==> config.mk <==
export PLATFORM = sky130hd
export DESIGN_NAME = output_serdes_gearbox
export DESIGN_NICKNAME = d
export VERILOG_FILES = /design/src/rtl/output_serdes_gearbox.sv
export SDC_FILE = /design/constraint.sdc
export NUM_CORES = 1
export LEC_CHECK = 0
export ABC_AREA = 1
export CAP_MARGIN = 20
export CORE_MARGIN = 2
export CORE_UTILIZATION = 42
export CTS_BUF_LIST = sky130_fd_sc_hd__clkbuf_4
export DETAILED_ROUTE_END_ITERATION = 16
export PLACE_DENSITY = 0.67
export SLEW_MARGIN = 20
export SYNTH_ARGS = -nofsm -noshare
export SYNTH_HDL_FRONTEND = slang
export SYNTH_SLANG_ARGS = --single-unit
==> constraint.sdc <==
create_clock -name clk -period 1.6 [get_ports clk]
set_input_delay 0.24 -clock clk [delete_from_list [all_inputs] [get_ports clk]]
set_output_delay 0.24 -clock clk [all_outputs]
set_load 0.1 [all_outputs]
==> src/rtl/output_serdes_gearbox.sv <==
// Parallel-to-narrow gearbox for a bank of OSERDES lanes: one-word hold buffer,
// per-lane shifters emitting OUT_BITS per clock, idle pattern and gap counter when starved.
module output_serdes_gearbox #(
    parameter int unsigned          CHANNELS     = 2,
    parameter int unsigned          DATA_WIDTH   = 8,
    parameter int unsigned          OUT_BITS     = 4,
    parameter bit                   MSB_FIRST    = 1'b0,
    parameter logic [OUT_BITS-1:0]  IDLE_PATTERN = OUT_BITS'(4'b0101)
) (
    input  logic                           clk,
    input  logic                           resetN,
    input  logic                           clockEnable,
    input  logic                           inValid,
    output logic                           inReady,
    input  logic [CHANNELS*DATA_WIDTH-1:0] dataIn,
    output logic [CHANNELS*OUT_BITS-1:0]   dataOut,
    output logic                           wordStart,
    output logic [15:0]                    gapCount,
    input  logic                           clearGapCount
);

    localparam int unsigned R  = DATA_WIDTH / OUT_BITS;
    localparam int unsigned SW = (R > 1) ? $clog2(R) : 1;
    localparam int unsigned CW = CHANNELS * DATA_WIDTH;
    localparam logic [SW-1:0] LAST = SW'(R - 1);

    if ((OUT_BITS < 1) || (OUT_BITS > 8) || ((DATA_WIDTH % OUT_BITS) != 0)) begin : gBadParams
        $error("output_serdes_gearbox: OUT_BITS must be 1..8 and divide DATA_WIDTH");
    end

    typedef enum logic {IDLE, SHIFT} stateT;

    stateT                       state, stateNext;
    logic [SW-1:0]               sCount, sNext;
    logic [CW-1:0]               holdBuf, holdBufNext;
    logic                        holdValid, holdValidNext;
    logic [CW-1:0]               shifter, shiftNext;
    logic [CW-1:0]               loadWord;
    logic [CHANNELS*OUT_BITS-1:0] dataOutNext;
    logic                        wordStartNext;
    logic [15:0]                 gapNext;
    logic                        lastSlice, load, accept, gapEvent;

    function automatic logic [CW-1:0] laneOrder(input logic [CW-1:0] w);
        logic [CW-1:0] r;
        r = w;
        if (MSB_FIRST) begin
            for (int unsigned c = 0; c < CHANNELS; c++) begin
                for (int unsigned b = 0; b < DATA_WIDTH; b++) begin
                    r[c*DATA_WIDTH + b] = w[c*DATA_WIDTH + DATA_WIDTH - 1 - b];
                end
            end
        end
        return r;
    endfunction

    function automatic logic [CHANNELS*OUT_BITS-1:0] lowSlices(input logic [CW-1:0] w);
        logic [CHANNELS*OUT_BITS-1:0] s;
        s = '0;
        for (int unsigned c = 0; c < CHANNELS; c++) begin
            s[c*OUT_BITS +: OUT_BITS] = w[c*DATA_WIDTH +: OUT_BITS];
        end
        return s;
    endfunction

    function automatic logic [CW-1:0] shiftLanes(input logic [CW-1:0] w);
        logic [CW-1:0] r;
        r = '0;
        for (int unsigned c = 0; c < CHANNELS; c++) begin
            r[c*DATA_WIDTH +: DATA_WIDTH] = w[c*DATA_WIDTH +: DATA_WIDTH] >> OUT_BITS;
        end
        return r;
    endfunction

    assign lastSlice = (sCount == LAST);
    assign load      = holdValid & ((state == IDLE) | lastSlice);
    assign inReady   = resetN & clockEnable & (~holdValid | load);
    assign accept    = inValid & inReady;
    assign loadWord  = laneOrder(holdBuf);
    assign gapEvent  = (state == SHIFT) & lastSlice & ~load;

    always_comb begin
        stateNext     = state;
        sNext         = sCount;
        shiftNext     = shifter;
        dataOutNext   = dataOut;
        wordStartNext = wordStart;
        holdBufNext   = holdBuf;
        holdValidNext = holdValid;
        gapNext       = gapCount;

        if (load) begin
            shiftNext     = shiftLanes(loadWord);
            dataOutNext   = lowSlices(loadWord);
            sNext         = '0;
            stateNext     = SHIFT;
            wordStartNext = 1'b1;
            holdValidNext = 1'b0;
        end else if ((state == SHIFT) && !lastSlice) begin
            shiftNext     = shiftLanes(shifter);
            dataOutNext   = lowSlices(shifter);
            sNext         = sCount + SW'(1);
            wordStartNext = 1'b0;
        end else begin
            stateNext     = IDLE;
            sNext         = '0;
            dataOutNext   = {CHANNELS{IDLE_PATTERN}};
            wordStartNext = 1'b0;
        end

        // A same-edge accept refills the buffer the load just drained.
        if (accept) begin
            holdBufNext   = dataIn;
            holdValidNext = 1'b1;
        end

        if (clearGapCount) begin
            gapNext = '0;
        end else if (gapEvent && (gapCount != '1)) begin
            gapNext = gapCount + 16'd1;
        end
    end

    always_ff @(posedge clk) begin
        if (!resetN) begin
            state     <= IDLE;
            sCount    <= '0;
            holdBuf   <= '0;
            holdValid <= 1'b0;
            shifter   <= '0;
            dataOut   <= {CHANNELS{IDLE_PATTERN}};
            wordStart <= 1'b0;
            gapCount  <= '0;
        end else if (clockEnable) begin
            state     <= stateNext;
            sCount    <= sNext;
            holdBuf   <= holdBufNext;
            holdValid <= holdValidNext;
            shifter   <= shiftNext;
            dataOut   <= dataOutNext;
            wordStart <= wordStartNext;
            gapCount  <= gapNext;
        end
    end

endmodule

==> impl_metrics.py <==
metrics = {
    "power": {
        "irDropWorstVdd_uv": 531,
        "p_per_area_nw_per_um2": 677,
        "power_leakage_nw": 1.49,
        "power_mw": 2.57,
    },
    "clock_tree": {
        "clock-sinks": 52,
        "clock_latency_ns": 0.37,
        "path_clk_slew_ns": 0.15,
        "htree_levels": 2,
        "cts_root_buffer": "clkbuf_4",
        "cts_tree": "built",
        "clk_path_buf_depth": 2,
        "cts_buffers": 5,
    },
    "yosys": {
        "synth-edff-count": 0,
        "synth_most_common_cell": "nand2_1",
        "synth_seq_cells": 52,
        "yosys-top-cells-area": "dfxtp_1 (42%), nand2_1 (11%), inv_1 (7.6%), nand3_1 (7.0%), nor2_1 (5.8%)",
        "syn_inst": 363,
        "yosysWarnings": 0,
        "ys.flop_type": "dfxtp_1",
        "ys_async_sr_fraction_pct": 0,
        "avgSynthCellArea_um2": 6.90,
        "synthTopCellsByCount": "nand2_1 (73), dfxtp_1 (52), inv_1 (51)",
        "synth_top_cell_area_share_pct": 41.6,
        "synth_nets": 385,
        "synth_area_um2": 2500,
        "ys_seq_area_share_pct": 41.6,
        "synth_area_leader_cell": "dfxtp_1",
        "synthDistinctLibCells": 29,
    },
    "floorplan": {
        "io_pins": 47,
        "die_w_um": 81.2,
        "start_util_pct": 42.8,
        "rows": 28,
        "die_y_um": 81.2,
        "core_um2": 5850,
        "die-area_um2": 6600,
    },
    "sta": {
        "slew_headroom_pct": 74.4,
        "worst_pin_slew_ns": 0.380,
        "fin_setup_tns_ns": 0,
        "finClkSkew_ns": 0.0108,
        "min_period_over_period_pct": 99.1,
        "period_minus_slack_ns": 1.59,
        "setup_viol": 0,
        "rsz0062_at_grt": "true",
        "hold_viol_final": 0,
        "fmax_mhz": 631,
        "final_max_slew_viol_count": 0,
        "hold_slack_ns": 0.425,
    },
    "worst_setup_path": {
        "critical_path.max_fanout": 2,
        "endpoint_kind": "output pin",
        "crit_type": "flop to output pin",
        "critPathLaunchType": "flop",
        "cp.arrival_ns": 1.35,
        "required_ns": 1.36,
    },
    "placed_design": {
        "placed_area_um2": 3560,
        "gp_congestion": 0.839,
        "portBuffers": 46,
        "hpwl_um": 4770,
    },
    "finish": {
        "drive_gt1_share_pct": 28.3,
        "design_area_um2": 3800,
        "ff_latch_area_um2": 1100,
        "fillCellCount": 486,
        "nets": 456,
        "multiInputGateArea_um2": 1280,
        "n_antenna_cell": 0,
        "synthToLayoutAreaGrowth_pct": 51.6,
    },
    "global_routing": {
        "antenna_found_initial": 0,
        "grt_pass1_wl_um": 10900,
        "grt_use_total_pct": 21.2,
        "grt_max_degree": 31,
        "grt_pass1_vias": 2384,
        "grt.overflow.total": 0,
    },
    "run_status": {
        "status": "complete, no violations",
    },
    "routing": {
        "wl_um": 6650,
        "drt_iter0_drc": 167,
        "drc": 0,
        "detail-route-antenna-nets": 0,
        "viasPerCell": 5.16,
        "vias": 2630,
        "wl_per_cell_um": 13.0,
        "dr.pass1.iters": 5,
    },
    "hold_path": {
        "hp-class": "primary input to flop",
    },
    "flow_run": {
        "maxCapViolations": 0,
    },
}
[report_power, final]
part	total [mW]	internal, mW	leakage [nW]	switching [mW]
Clock	0.586	0.171	0.0330	0.415
Sequential	1.37	1.33	0.437	0.0401
Combinational	0.620	0.255	1.02	0.364
[cells in the final DEF (no fill, tap or decap), types with 20 or more instances in the layout]
cell type,count
nor2_1,36
inv_1,49
nand3_1,35
buf_12,30
dfxtp_1,33
buf_4,27
clkdlybuf4s50_1,20
a21oi_1,24
nand2_1,68
[critical path, stage by stage (launching register included)]
cell and delay [ns]:
dfxtp_2 0.34, inv_2 0.05, nand2_2 0.05, o211ai_1 0.17, bufinv_8 0.21, buf_12 0.15
[routing by layer]
metal  GRT usage, %  vias to the layer above  wire length, um
met2           35.6                       72             3270
met1           27.8                     1227             2970
li1               -                     1324                -
met4           5.76                        0               95
met5              0                        -                0
met3           4.11                        7              314
[worst paths after layout]
kind / start / endpoint / slack, ns / cells past startpoint
max: lastSlice / inReady / 0.01 / 5
min: dataIn[11] / holdBuf[11] / 0.42 / 3
max reg2reg: gapCount[6] / gapCount[12] / 0.10 / 9
min reg2reg: holdBuf[7] / holdBuf[7] / 0.46 / 2
[sequential cells by signal, indices dropped and copies added, names as in the netlist]
register,cells
holdBuf,16
gapCount,16
dataOut,8
holdValid,1
lastSlice,1
wordStart,1
state,1
shifter,8
[what timing repair did]
action | 4_1_cts | 5_1_grt
endpoints found under the setup margin | 1 | 26
gates cloned | 0 | 2
pin swaps | 1 | 3
gates resized for setup | 6 | 11
setup buffers | 3 | 8
hold buffers | 0 | 0
[stage by stage]
stage               worst slack (ns)  util, %  std cells
floorplan                     -0.112        -        363
global placement              0.0490     60.8        490
detailed placement            0.0330     60.8        490
CTS                         -0.00622     62.3        500
global route                 -0.0529     64.9        510
finish                        0.0143     64.9        510
[layout make-up]
type	instances	share of cell area, %
Sequential cell	52	29.0
Timing Repair Buffer	79	27.7
Multi-Input combinational cell	243	33.8
Inverter	53	5.60
Clock buffer	5	0.988
Tap cell	75	2.47
Clock inverter	3	0.461
[cell families (layout without fill, tap and decap cells)]
kind of cell	count (synthesis)	in the layout	share of synthesized area (%)
AO/OA/AOI/OAI	72	72	17.2
XOR/XNOR	1	1	0.350
adder cells (fa/ha/maj)	1	1	0.499
buffers and inverters	68	140	10.8
flip-flops	52	52	41.6
AND/OR/NAND/NOR	169	169	29.6
Note: power is estimated with default switching activity, not from simulation.
